`config.mk`:
```
export PLATFORM = sky130hd
export DESIGN_NAME = restoring_divider_nb
export DESIGN_NICKNAME = d
export VERILOG_FILES = /design/src/rtl/cool_arith_pkg.sv /design/src/rtl/subtractor_nb.sv /design/src/rtl/restoring_divider_nb.sv
export SDC_FILE = /design/constraint.sdc
export NUM_CORES = 1
export LEC_CHECK = 0
export ABC_AREA = 1
export BUFFER_PORTS_ARGS = -buffer_cell sky130_fd_sc_hd__buf_2
export CAP_MARGIN = 20
export CORE_MARGIN = 1
export CORE_UTILIZATION = 48
export CTS_BUF_LIST = sky130_fd_sc_hd__clkbuf_8
export CTS_CLUSTER_SIZE = 14
export DETAILED_ROUTE_END_ITERATION = 8
export PLACE_DENSITY = 0.77
export SETUP_SLACK_MARGIN = 0.3
export SLEW_MARGIN = 20
export SYNTH_ARGS = -nofsm -noshare
export SYNTH_HDL_FRONTEND = slang
export SYNTH_SLANG_ARGS = --single-unit
```
`constraint.sdc`:
```
create_clock -name clk -period 8.27 [get_ports clk]
set_input_delay 0.827 -clock clk [delete_from_list [all_inputs] [get_ports clk]]
set_output_delay 0.827 -clock clk [all_outputs]
set_load 0.02 [all_outputs]
```
`src/rtl/cool_arith_pkg.sv`:
```
// Shared arithmetic types and helpers for the iterative divider datapath.
package cool_arith_pkg;

  typedef enum logic [1:0] {IDLE, CALC, DONE} div_state_t;

  // Counter width for DATA_WIDTH-1 .. 0; at least one bit even for tiny widths.
  function automatic int unsigned clog2(input int unsigned n);
    return (n <= 2) ? 1 : $clog2(n);
  endfunction

endpackage

```
`src/rtl/subtractor_nb.sv`:
```
// Ripple-borrow subtractor A-B built from full_adder cells (two's complement add).
module full_adder (
  input  logic a,
  input  logic b,
  input  logic cin,
  output logic sum,
  output logic cout
);
  assign sum  = a ^ b ^ cin;
  assign cout = (a & b) | (cin & (a ^ b));
endmodule

module subtractor_nb #(
  parameter int WIDTH = 17
) (
  input  logic [WIDTH-1:0] a,
  input  logic [WIDTH-1:0] b,
  output logic [WIDTH-1:0] diff,
  output logic             borrow
);
  logic [WIDTH:0] carry;

  assign carry[0] = 1'b1;

  for (genvar i = 0; i < WIDTH; i++) begin : g_bit
    full_adder u_fa (
      .a    (a[i]),
      .b    (~b[i]),
      .cin  (carry[i]),
      .sum  (diff[i]),
      .cout (carry[i+1])
    );
  end

  assign borrow = ~carry[WIDTH];
endmodule

```
`src/rtl/restoring_divider_nb.sv`:
```
// Iterative unsigned restoring divider, one quotient bit per cycle, valid/ready on both sides.
// state | meaning
// IDLE  | waiting for operands, in_ready high
// CALC  | trial subtraction, one quotient bit per cycle
// DONE  | result held until out_ready
module restoring_divider_nb
  import cool_arith_pkg::*;
#(
  parameter int DATA_WIDTH = 16
) (
  input  logic                  clk,
  input  logic                  rst,
  input  logic                  in_valid,
  output logic                  in_ready,
  input  logic [DATA_WIDTH-1:0] dividend,
  input  logic [DATA_WIDTH-1:0] divisor,
  output logic                  out_valid,
  input  logic                  out_ready,
  output logic [DATA_WIDTH-1:0] quotient,
  output logic [DATA_WIDTH-1:0] remainder,
  output logic                  div_by_zero
);
  localparam int W     = DATA_WIDTH;
  localparam int CNT_W = clog2(DATA_WIDTH);

  div_state_t state, next_state;

  logic [CNT_W-1:0] cnt;
  logic [W:0]       rem;
  logic [W-1:0]     q;
  logic [W-1:0]     divisor_reg;
  logic [W:0]       trial;
  logic             trial_borrow;
  logic             accept;
  logic             rem_msb_unused;

  assign accept         = in_valid && in_ready;
  assign rem_msb_unused = rem[W];

  subtractor_nb #(.WIDTH(W + 1)) u_sub (
    .a      ({rem[W-1:0], q[W-1]}),
    .b      ({1'b0, divisor_reg}),
    .diff   (trial),
    .borrow (trial_borrow)
  );

  always_ff @(posedge clk or posedge rst) begin
    if (rst) state <= IDLE;
    else     state <= next_state;
  end

  always_comb begin
    next_state = state;
    case (state)
      IDLE: if (accept) next_state = (divisor == '0) ? DONE : CALC;
      CALC: if (cnt == '0) next_state = DONE;
      DONE: if (out_ready) next_state = IDLE;
      default: next_state = IDLE;
    endcase
  end

  always_comb begin
    in_ready  = (state == IDLE);
    out_valid = (state == DONE);
  end

  always_ff @(posedge clk or posedge rst) begin
    if (rst) begin
      cnt         <= '0;
      rem         <= '0;
      q           <= '0;
      divisor_reg <= '0;
      div_by_zero <= 1'b0;
    end else begin
      case (state)
        IDLE: begin
          if (accept) begin
            divisor_reg <= divisor;
            if (divisor == '0) begin
              q           <= '1;
              rem         <= {1'b0, dividend};
              div_by_zero <= 1'b1;
            end else begin
              q   <= dividend;
              rem <= '0;
              cnt <= CNT_W'(W - 1);
            end
          end
        end
        CALC: begin
          if (!trial_borrow) begin
            rem <= trial;
            q   <= {q[W-2:0], 1'b1};
          end else begin
            rem <= {rem[W-1:0], q[W-1]};
            q   <= {q[W-2:0], 1'b0};
          end
          if (cnt != '0) cnt <= cnt - 1'b1;
        end
        DONE: if (out_ready) div_by_zero <= 1'b0;
        default: ;
      endcase
    end
  end

  assign quotient  = q;
  assign remainder = rem[W-1:0];

endmodule

```
== Yosys cells after proc, flatten, opt, wreduce, memory -nomap -nowiden ==
Index checks and enable logic that the tools add are counted.

* $add $sub $neg: 1
* Equal/unequal tests: 8
* Muxes and demuxes: 21
* Bitwise operators: 98
* Reductions and logical operators: 12

{| class="wikitable"
|+ Operators by type and width
! operator !! count
|-
| 16-bit two-way mux || 5
|-
| 16-bit one-hot mux with 2 select lines || 2
|-
| 1-bit AND || 32
|-
| 1-bit XOR || 31
|-
| 1-bit inverter || 18
|-
| 1-bit bitwise OR || 17
|-
| 16-bit logical NOT || 1
|-
| 4-bit two-way mux || 3
|-
| 2-bit two-way mux || 4
|-
| 4-bit one-hot mux with 2 select lines || 1
|-
| 4-bit AND reduction || 2
|-
| 2-bit by 1-bit inequality test with 1-bit output (second input constant) || 3
|-
| 2-bit inequality test (second input constant) || 3
|-
| 2-bit one-hot mux with 3 select lines || 1
|-
| 4-bit logical NOT || 1
|-
| 1-bit two-way mux || 4
|-
| 2-bit AND reduction || 2
|-
| 2-bit nonzero test || 2
|-
| 4-bit nonzero test || 1
|-
| 4-bit by 1-bit subtractor with 4-bit output (second input constant) || 1
|-
| 3-bit AND reduction || 1
|-
| 2-bit by 1-bit == test with 1-bit output (second input constant) || 1
|-
| 2-bit == test (second input constant) || 1
|-
| 2-bit logical NOT || 1
|-
| 2 further kinds || 2
|}

* Bits in registers: 55
* Input bits: 36
* Output and inout bits: 35
* Logic and storage cells: 146

== Depth between registers and ports, before layout ==
Gate-level depths: netlist of run 1.

* Word-level depth: 37
* Mapped depth: 30
* Mapped depth without buffers: 29

== Modules after synthesis ==
A second synthesis of run 1 with hierarchy kept.

* Cells, all modules: 409
* Area, all modules: 3568.4 sq um

{| class="wikitable"
|+ Modules (own cells, without submodules)
! module !! instances !! cells an instance !! area each (sq um) !! seq. area each (sq um)
|-
| restoring_divider_nb || 1 || 373 || 3156.8 || 1376.3
|-
| full_adder || 17 || 1 || 20.0 || 0.0
|-
| subtractor_nb || 1 || 19 || 71.3 || 0.0
|}

== Worst setup path before layout of run 1 ==
Ideal clock, no wire load.

* Kind: register -> register
* Start: register q[15], in the netlist quotient[15]
* End: register rem[11]
* Setup time: 117 ps
* Arrival time: 6769 ps
* Data required time: 8153 ps
* Slack: 1384 ps
* Stages on the path, launching flop included: 31
* Path buffers: 1
* Clock period less this slack: 6886 ps
* Path through: dfrtp_1 > inv_1 > ha_1 > fa_1 > fa_1 > fa_1 > fa_1 > inv_1 > fa_1 > fa_1 > inv_1 > fa_1 > fa_1 > fa_1 > fa_1 > fa_1 > fa_1 > inv_1 > fa_1 > inv_1 > fa_1 > inv_1 > fa_1 > inv_1 > nand2_1 > clkbuf_1 > a21oi_1 > o21ai_0 > nand2_1 > nand2_1 > nand2_1

* Word-level cells in the longest chain between the ends: 36
* Elaborated cells on any way between the ends: 38
* Those cells by class: mux (2); bitwise (36)

{| class="wikitable"
|+ RTL lines
! what !! RTL line !! RTL
|-
| from (decl) || restoring_divider_nb.sv:30 || <nowiki>logic [W-1:0] q;</nowiki>
|-
| from (signal assigned) || restoring_divider_nb.sv:84 || <nowiki>q <= dividend;</nowiki>
|-
| from (signal assigned) || restoring_divider_nb.sv:93 || <nowiki>q <= {q[W-2:0], 1'b1};</nowiki>
|-
| from (signal assigned) || restoring_divider_nb.sv:96 || <nowiki>q <= {q[W-2:0], 1'b0};</nowiki>
|-
| 1-bit AND or 1-bit XOR (tied branches) || subtractor_nb.sv:10 || <nowiki>assign cout = (a & b) | (cin & (a ^ b));</nowiki>
|-
| 1-bit bitwise OR * || subtractor_nb.sv:10 ||
|-
| 1-bit AND * || subtractor_nb.sv:10 ||
|-
| 1-bit bitwise OR * || subtractor_nb.sv:10 ||
|-
| 1-bit AND * || subtractor_nb.sv:10 ||
|-
| 1-bit bitwise OR * || subtractor_nb.sv:10 ||
|-
| 1-bit AND * || subtractor_nb.sv:10 ||
|-
| 1-bit bitwise OR * || subtractor_nb.sv:10 ||
|-
| (+20 left out) || - ||
|-
| 1-bit AND || subtractor_nb.sv:10 ||
|-
| 1-bit bitwise OR || subtractor_nb.sv:10 ||
|-
| 1-bit AND || subtractor_nb.sv:10 ||
|-
| 1-bit bitwise OR || subtractor_nb.sv:10 ||
|-
| 1-bit AND || subtractor_nb.sv:10 ||
|-
| 1-bit bitwise OR || subtractor_nb.sv:10 ||
|-
| 16-bit two-way mux * || restoring_divider_nb.sv:91 || <nowiki>if (!trial_borrow) begin</nowiki>
|-
| 16-bit one-hot mux with 2 select lines * || restoring_divider_nb.sv:75 || <nowiki>case (state)</nowiki>
|-
| to (signal assigned) || restoring_divider_nb.sv:81 || <nowiki>rem <= {1'b0, dividend};</nowiki>
|-
| to (signal assigned) || restoring_divider_nb.sv:92 || <nowiki>rem <= trial;</nowiki>
|-
| to (signal assigned) || restoring_divider_nb.sv:95 || <nowiki>rem <= {rem[W-1:0], q[W-1]};</nowiki>
|-
| to (decl) || restoring_divider_nb.sv:29 || <nowiki>logic [W:0] rem;</nowiki>
|}

Every way passes the cells marked *; elsewhere a longest branch is shown, timed or not.
A chain may end at the register's enable or synchronous reset.

== Final worst setup path of run 1 ==
Ends and elaborated chain as after synthesis.

==> flow_metrics.py, run 1 <==
metrics = {
    "synthesis": {
        "ys_types": 25,
        "ys_ff_latch": 55,
        "synth_top_area_share_pct": 39.3,
        "mappedNetlistArea_um2": 3500,
        "synth.avg_cell_area_um2": 7.75,
        "synth_top_cell_by_area": "dfrtp_1",
        "postSynthCellCount": 452,
        "synth_area_leaders": "dfrtp_1 39%, nand2_1 11%, fa_1 8.6%",
        "yosys_warnings": 0,
        "ys_seq_area_share_pct": 39.3,
        "syn_nets": 505,
    },
    "setup_path": {
        "cp-end-kind": "register",
        "worst-path-buf-inv": 7,
        "cp-start-kind": "register",
        "cp_slowest_cell": "nand2_1",
        "path_class": "register to register",
        "path_max_fanout": 23,
        "max_stage_delay_ps": 470,
        "crit_family": "adder cells",
        "crit_arrival_ps": 7540,
        "r2r_slack_ps": 960,
        "worstPathRequired_ps": 8500,
        "cp_common_cell": "fa_1",
    },
    "run_status": {
        "status": "finished clean",
    },
    "clock_tree": {
        "cts_tree": "done",
        "clock-sinks": 55,
        "cts_root_buf": "clkbuf_8",
        "cts_made_buffers": 5,
        "htree_num_levels": 2,
        "clockBufferDepth": 2,
        "clkLatencyLatePin_ps": 320,
        "hold_buffers": 0,
        "cts_setup_buffers": 0,
        "post_cts_resized": 0,
        "clkTransAtPathRegs_ps": 110,
    },
    "floorplan": {
        "die_h_um": 87.4,
        "start_util_pct": 50.7,
        "die_area_um2": 7640,
        "die_w_um": 87.4,
        "rows": 30,
        "io_pins": 71,
        "placeableCoreArea_um2": 6910,
    },
    "sta": {
        "slew_violations": 0,
        "fin_setup_tns_ps": 0,
        "finClkSkew_ps": 16.7,
        "fin_crit_ps": 7310,
        "fmax_ghz": 0.137,
        "worstMarginPinSlew_ps": 807,
        "setup_viol": 0,
        "post-route-period-util_pct": 88.4,
        "rsz0062_at_grt": "false",
        "relSlewSlack_pct": 46.1,
        "finalHoldViolations": 0,
    },
    "placement": {
        "dp.cells": 584,
        "place_congestion": 0.841,
        "dpl.hpwl_mm": 5.71,
        "place_area_um2": 3760,
        "portBuffers": 70,
    },
    "cells_and_area": {
        "drive_gt1_share_pct": 19.4,
        "fillers": 674,
        "layoutNonFillerInstCount": 592,
        "fin_area_um2": 3840,
        "final_nets": 548,
        "area_delta_synth_final_pct": 9.75,
        "diodes": 0,
    },
    "grt": {
        "grt_max_degree": 56,
        "grt_overflow_total": 0,
        "grt_antenna_before_repair": 0,
        "grt_pass1_vias": 2907,
        "grt_use_total_pct": 22.1,
        "grt_pass1_wl_mm": 13.1,
    },
    "routing": {
        "wl_met1_mm": 3.39,
        "vias_per_cell": 5.06,
        "drc": 0,
        "routed_wl_mm": 7.88,
        "ant_nets": 0,
        "wire_per_inst_um": 13.3,
        "drt-initial-drc-count": 234,
        "num_vias": 2996,
        "route.met3.wl_um": 514,
        "top_layer": "met4",
        "wl_met2_mm": 3.85,
        "firstDrtPassIters": 6,
    },
    "power": {
        "peakVddDrop_mv": 0.137,
        "power.total_mw": 1.54,
        "clkPwrFrac_pct": 9.7,
        "power.switching_mw": 0.762,
        "p_leak_nw": 2.14,
        "p_seq_share_pct": 31.4,
        "switching_share_pct": 49.5,
        "powerDensity_nw_per_um2": 401,
        "power_frac_comb_pct": 58.9,
        "intPower_mw": 0.779,
    },
    "hold_path": {
        "hp-class": "register to register",
    },
    "flow_run": {
        "drv_cap": 0,
    },
}
## cell families after synthesis
group                      share of synthesized area [%]
AOI/OAI and AO/OA                                   9.07
buffers and inverters                               14.9
adders and majority gates                           9.29
DFF                                                 39.3
and+or+nand+nor                                     24.6
muxes                                               2.89
## stage by stage
stage | hold WS [ps] | utilization [%] | setup WS, ps
floorplan | 442 | - | 1380
global route | 542 | 55.7 | 460
CTS | 484 | 55.7 | 932
finish | 483 | 55.7 | 956
detailed placement | 464 | 54.4 | 959
global placement | 455 | 54.4 | 1110
## synthesized netlist by cell type
master / count
nand3_1: 32
o21ai_0: 18
or2_2: 1
buf_4: 18
buf_2: 12
nand2_4: 2
a21boi_0: 6
nor2_4: 1
nand4_1: 1
a22oi_1: 5
mux2_2: 9
nor2_1: 51
nand2_1: 99
nor3_1: 17
nand2_2: 1
dfrtp_1: 55
a21boi_1: 10
fa_1: 15
buf_6: 2
ha_1: 2
buf_1: 1
clkbuf_1: 4
inv_1: 75
inv_2: 1
a21oi_1: 14
## layout make-up
type                       instances  area [um2]  area share (%)
multi-input combinational        284        1610            41.8
sequential                        55        1380            35.8
timing repair buffer              73         373            9.70
inverter                          76         285            7.42
tap                               96         120            3.12
clock buffer                       5        68.8            1.79
clock inverter                     3        16.3           0.423
## tightest hold or removal path, stage by stage (launching register included)
cell	delay (ps)
dfrtp_1	350
nand2_1	50
nand2_1	50
## path summary, 6_finish.rpt
check                              from          end  depth (start not counted)
hold reg to reg                  cnt[2]       cnt[2]                          2
setup / recovery           quotient[15]      rem[11]                         29
max in group asynchronous           rst      rem[15]                          3
min in group asynchronous           rst  quotient[9]                          3
setup reg to reg           quotient[15]      rem[11]                         29
hold / removal                   cnt[2]       cnt[2]                          2
## power by group through the flow
stage / logic (mW) / clock network [mW] / registers [mW]
global route: 1.04 / 0.161 / 0.500
floorplan: 0.709 / 0 / 0.516
finish: 0.908 / 0.149 / 0.484
CTS: 0.911 / 0.151 / 0.486
global placement: 0.877 / 0 / 0.487
detailed placement: 0.907 / 0 / 0.491
## placed cells by master (no fill, tap or decap), types with 2 or more instances in the layout
cell type   n
o21ai_0    18
dfrtp_1    55
a21boi_0    6
mux2_2      9
clkbuf_8    5
inv_1      75
a22oi_1     5
nand2_1    99
buf_2      70
a21oi_1    14
nand2_4     2
inv_2       2
ha_1        2
nor3_1     17
a21boi_1   10
buf_4       3
nand3_1    32
nor2_1     51
fa_1       15
## metal layers
layer	GRT usage, %	vias up
li1	-	1455
met1	28.3	1404
met2	38.0	121
met3	4.17	16
met4	6.71	0
met5	0	-
No activity file was read; power rests on OpenSTA's default activity.
==> inputs of run 2 (changes only) <==
Settings changed: ABC_AREA 1 to default, PLACE_DENSITY 0.77 to 0.78.
==> flow_metrics.py, run 2 <==
metrics = {
    "placement": {
        "portBuffers": 70,
        "dp.cells": 403,
        "place_ws_ps": 670,
        "place_congestion": 0.809,
        "place_area_um2": 3350,
        "dpl.hpwl_mm": 5.05,
    },
    "sta": {
        "hold_slack_ps": 506,
        "slew_violations": 0,
        "finClkSkew_ps": 6.07,
        "finalHoldViolations": 0,
        "fmax_ghz": 0.135,
        "worstMarginPinSlew_ps": 694,
        "post-route-period-util_pct": 89.9,
        "setup_slack_ps": 837,
        "fin_crit_ps": 7430,
        "rsz0062_at_grt": "false",
        "fin_setup_tns_ps": 0,
        "setup_viol": 0,
        "relSlewSlack_pct": 53.6,
    },
    "synthesis": {
        "ys_types": 36,
        "synth_area_leaders": "dfrtp_1 44%, fa_1 9.7%, mux2_1 5.8%",
        "yosys-top-cells-count": "55 x dfrtp_1, 25 x inv_1, 21 x a21oi_1",
        "yosysMostFrequentCell": "dfrtp_1",
        "mappedNetlistArea_um2": 3110,
        "synth_enable_flop_cells": 0,
        "synthArstFlopShare_pct": 100,
        "yosys_warnings": 0,
        "syn_nets": 342,
        "ys_ff_latch": 55,
        "postSynthCellCount": 289,
        "synth.avg_cell_area_um2": 10.7,
        "synth_top_cell_by_area": "dfrtp_1",
        "yosys_most_used_dff": "dfrtp_1",
        "ys_seq_area_share_pct": 44.3,
        "synth_top_area_share_pct": 44.3,
    },
    "power": {
        "intPower_mw": 0.938,
        "clkPwrFrac_pct": 8.3,
        "powerDensity_nw_per_um2": 501,
        "switching_share_pct": 45.5,
        "p_leak_nw": 1.58,
        "power_frac_comb_pct": 59.5,
        "p_seq_share_pct": 32.2,
        "power.switching_mw": 0.784,
        "peakVddDrop_mv": 0.277,
        "power.total_mw": 1.72,
    },
    "floorplan": {
        "start_util_pct": 51.0,
        "io_pins": 71,
        "die_h_um": 82.5,
        "die_area_um2": 6800,
        "die_w_um": 82.5,
        "rows": 28,
        "placeableCoreArea_um2": 6100,
    },
    "cells_and_area": {
        "fin_area_um2": 3440,
        "mostFrequentLayoutCell": "buf_2",
        "area_delta_synth_final_pct": 10.6,
        "fillers": 530,
        "final_nets": 388,
        "drive_gt1_share_pct": 28.3,
        "most-common-layout-cells": "70 x buf_2, 55 x dfrtp_1, 26 x inv_1",
        "final_util_pct": 56.4,
        "layoutNonFillerInstCount": 411,
        "diodes": 0,
    },
    "clock_tree": {
        "clkLatencyLatePin_ps": 310,
        "htree_num_levels": 2,
        "cts_setup_buffers": 0,
        "cts_root_buf": "clkbuf_8",
        "clockBufferDepth": 2,
        "clkTransAtPathRegs_ps": 100,
        "clock-sinks": 55,
        "cts_tree": "done",
        "cts_made_buffers": 5,
    },
    "routing": {
        "routed_wl_mm": 7.06,
        "ant_nets": 0,
        "firstDrtPassIters": 4,
        "vias_per_cell": 5.97,
        "drc": 0,
        "wire_per_inst_um": 17.2,
        "num_vias": 2453,
        "drt-initial-drc-count": 199,
    },
    "grt": {
        "use_met2_pct": 36.3,
        "grt_antenna_before_repair": 0,
        "grt_use_total_pct": 23.2,
        "grt_pass1_vias": 2348,
        "grt_overflow_total": 0,
        "grt_max_degree": 56,
        "top_usage_layer": "met2",
        "use_met3_pct": 3.52,
        "grt_pass1_wl_mm": 11.5,
        "use_met1_pct": 32.6,
    },
    "setup_path": {
        "worstPathRequired_ps": 8520,
        "crit_family": "adder cells",
        "cp_common_cell": "fa_1",
        "cp-start-kind": "register",
        "crit_arrival_ps": 7680,
        "worst-path-buf-inv": 7,
        "cp_slowest_cell": "fa_1",
        "path_class": "register to register",
        "max_stage_delay_ps": 450,
        "cp-end-kind": "register",
        "path_max_fanout": 16,
    },
    "flow_run": {
        "drv_cap": 0,
    },
    "hold_path": {
        "hp-class": "register to register",
    },
    "run_status": {
        "status": "finished clean",
    },
}
==> run 2: changes by cell type in the layout (fill, tap and decap cells not counted), moves of 6 or more <==
| cell | change |
|---|---|
| a211oi_1 | +13 |
| a21boi_0 | -6 |
| a21boi_1 | -10 |
| a21oi_1 | +7 |
| a221o_1 | +17 |
| inv_1 | -49 |
| mux2_1 | +16 |
| mux2_2 | -9 |
| nand2_1 | -90 |
| nand3_1 | -30 |
| nor2_1 | -32 |
| o21ai_0 | -16 |
| o22ai_1 | +17 |
==> run 2: final cells by class <==
class,count,area [um2],area share (%)
Multi-Input combinational cell,173,1410,41.0
Sequential cell,55,1380,40.0
Timing Repair Buffer,74,380,11.1
Inverter,26,97.6,2.84
Tap cell,75,93.8,2.73
Clock buffer,5,68.8,2.00
Clock inverter,3,12.5,0.364
==> run 2: kinds of logic after synthesis <==
kind of cell	synth area share [%]
adder cells (fa/ha/maj)	10.5
buffers and inverters	10.5
XOR/XNOR	0.282
multiplexers	5.80
AND/OR/NAND/NOR	11.3
AO/OA/AOI/OAI	17.4
flip-flops	44.3
==> run 2: routing by layer <==
metal	part of all wire [%]	wire length, um	up-vias
met5	0	0	-
met4	2.0	138	0
met3	6.7	470	12
met2	46	3250	99
met1	45	3200	1234
li1	-	-	1108
==> run 2: worst paths after layout <==
check	start	end	slack (ps)	cells after the start
worst min-delay path	divisor_reg[6]	divisor_reg[6]	510	1
max in group asynchronous	rst	quotient[1]	7120	3
worst max-delay path	quotient[15]	rem[9]	840	27
worst min register to register	divisor_reg[6]	divisor_reg[6]	510	1
min in group asynchronous	rst	quotient[14]	680	3
worst max register to register	quotient[15]	rem[9]	840	27
==> run 2: power by group through the flow <==
stage | clock (mW) | combinational (mW) | sequential [mW]
after floorplan | 0 | 0.814 | 0.555
after global placement | 0 | 0.976 | 0.552
after detailed placement | 0 | 1.02 | 0.555
after CTS | 0.147 | 1.02 | 0.551
after global routing | 0.158 | 1.16 | 0.576
final | 0.143 | 1.02 | 0.555
==> run 2: timing repair <==
item / CTS / global route
endpoints found under the setup margin: 0 / 9
gates resized for setup: 0 / 1
hold buffers: 0 / 0
==> inputs of run 3 (changes only) <==
--- a/config.mk
+++ b/config.mk
@@ -10,3 +10,3 @@
 export CORE_MARGIN = 1
-export CORE_UTILIZATION = 48
+export CORE_UTILIZATION = 30
 export CTS_BUF_LIST = sky130_fd_sc_hd__clkbuf_8
@@ -14,3 +14,4 @@
 export DETAILED_ROUTE_END_ITERATION = 8
-export PLACE_DENSITY = 0.78
+export PLACE_DENSITY = 0.55
+export REMOVE_ABC_BUFFERS = 1
 export SETUP_SLACK_MARGIN = 0.3
==> constraint.sdc (replaced) <==
create_clock -name clk -period 8.27 [get_ports clk]
set_input_delay 1.2405 -clock clk [delete_from_list [all_inputs] [get_ports clk]]
set_output_delay 1.2405 -clock clk [all_outputs]
set_load 0.02 [all_outputs]
==> flow_metrics.py, run 3 (synthesized netlist as in run 2, its figures left out) <==
metrics = {
    "setup_path": {
        "max_stage_delay_ps": 450,
        "cp_slowest_cell": "fa_1",
        "cp-end-kind": "register",
        "r2r_cells": 27,
        "path_class": "register to register",
        "crit_arrival_ps": 7670,
        "cp_common_cell": "fa_1",
        "cp-start-kind": "register",
        "path_max_fanout": 21,
        "worstPathRequired_ps": 8520,
    },
    "cells_and_area": {
        "area_delta_synth_final_pct": 12.9,
        "most-common-layout-cells": "70 x buf_2, 55 x dfrtp_1, 26 x inv_1",
        "mostFrequentLayoutCell": "buf_2",
        "fin_area_um2": 3510,
        "final_nets": 388,
        "drive_gt1_share_pct": 28.0,
        "fillers": 1031,
        "diodes": 0,
    },
    "sta": {
        "fin_crit_ps": 7410,
        "relSlewSlack_pct": 50.3,
        "post-route-period-util_pct": 89.6,
        "fin_setup_tns_ps": 0,
        "finalHoldViolations": 0,
        "setup_slack_ps": 858,
        "setup_viol": 0,
        "finClkSkew_ps": 7.08,
        "slew_violations": 0,
        "rsz0062_at_grt": "false",
        "worstMarginPinSlew_ps": 744,
        "fmax_ghz": 0.135,
    },
    "floorplan": {
        "start_util_pct": 31.4,
        "die_area_um2": 10800,
        "placeableCoreArea_um2": 9910,
        "die_w_um": 104,
        "io_pins": 71,
        "rows": 36,
        "die_h_um": 104,
    },
    "grt": {
        "grt_pass1_wl_mm": 13.0,
        "use_met2_pct": 24.0,
        "grt_pass1_vias": 2397,
        "grt_antenna_before_repair": 0,
        "top_usage_layer": "met2",
        "grt_overflow_total": 0,
        "use_met1_pct": 21.1,
        "grt_max_degree": 56,
        "grt_use_total_pct": 15.1,
        "use_met3_pct": 2.77,
    },
    "hold_path": {
        "whs_path_depth": 1,
        "hp-class": "register to register",
    },
    "power": {
        "power.switching_mw": 0.772,
        "p_seq_share_pct": 32.6,
        "clkPwrFrac_pct": 8.5,
        "peakVddDrop_mv": 0.123,
        "switching_share_pct": 45.4,
        "p_leak_nw": 1.58,
        "power_frac_comb_pct": 58.9,
        "powerDensity_nw_per_um2": 485,
        "intPower_mw": 0.927,
    },
    "clock_tree": {
        "clkTransAtPathRegs_ps": 100,
        "cts_made_buffers": 5,
        "post_cts_resized": 0,
        "cts_root_buf": "clkbuf_8",
        "clkLatencyLatePin_ps": 310,
        "htree_num_levels": 2,
        "cts_setup_buffers": 0,
        "clock-sinks": 55,
        "hold_buffers": 0,
        "clockBufferDepth": 2,
        "cts_tree": "done",
    },
    "flow_run": {
        "drv_cap": 0,
    },
    "placement": {
        "place_congestion": 0.738,
        "place_ws_ps": 842,
        "place_area_um2": 3430,
        "portBuffers": 70,
        "dpl.hpwl_mm": 5.51,
    },
    "routing": {
        "ant_nets": 0,
        "drc": 0,
        "drt-initial-drc-count": 150,
        "firstDrtPassIters": 4,
        "routed_wl_mm": 7.79,
        "wire_per_inst_um": 16.6,
        "vias_per_cell": 4.95,
        "num_vias": 2322,
    },
    "run_status": {
        "status": "finished clean",
    },
}
-- run 3: cell type report --
type                    instances  area [um2]  share of cell area [%]
clock inverters                 3        12.5                   0.357
well taps                     133         166                    4.74
flip-flops and latches         55        1380                    39.2
multi-input cells             173        1410                    40.1
clock buffers                   5        68.8                    1.96
inverters                      26        97.6                    2.78
repair buffers                 74         380                    10.8
-- run 3: per-layer routing --
layer,vias to the layer above,share of wire [%]
li1,1107,-
met1,1127,45
met2,79,47
met3,9,5.8
met4,0,1.7
met5,-,0
-- run 3: through the flow --
step	hold slack [ps]	std cells	utilization [%]	total power, mW
after global routing	523	469	35.4	1.89
after CTS	506	469	35.4	1.72
final	505	469	35.4	1.70
after floorplan	464	254	-	1.28
after global placement	480	461	34.6	1.55
after detailed placement	483	461	34.6	1.57
-- run 3: power groups by stage --
stage | clock network [mW] | logic (mW) | registers (mW)
after global placement | 0 | 0.991 | 0.561
final | 0.145 | 1.00 | 0.554
after floorplan | 0 | 0.662 | 0.618
after global routing | 0.159 | 1.16 | 0.577
after detailed placement | 0 | 1.01 | 0.561
after CTS | 0.150 | 1.01 | 0.556
-- run 3: path summary, 6_finish.rpt --
kind                                 from             end  slack, ps
max                          quotient[15]          rem[7]        860
min                        divisor_reg[6]  divisor_reg[6]        510
max reg2reg                  quotient[15]          rem[7]        860
min reg2reg                divisor_reg[6]  divisor_reg[6]        510
max in group asynchronous             rst          rem[0]       6710
min in group asynchronous             rst     div_by_zero       1120
-- run 3: critical path, delay by kind of cell (launching register included) --
family	cells	cell delay, ps
fa+ha+maj	16	5540
simple gates	2	320
compound gates	2	410
flops	1	400
buf+inv	7	690
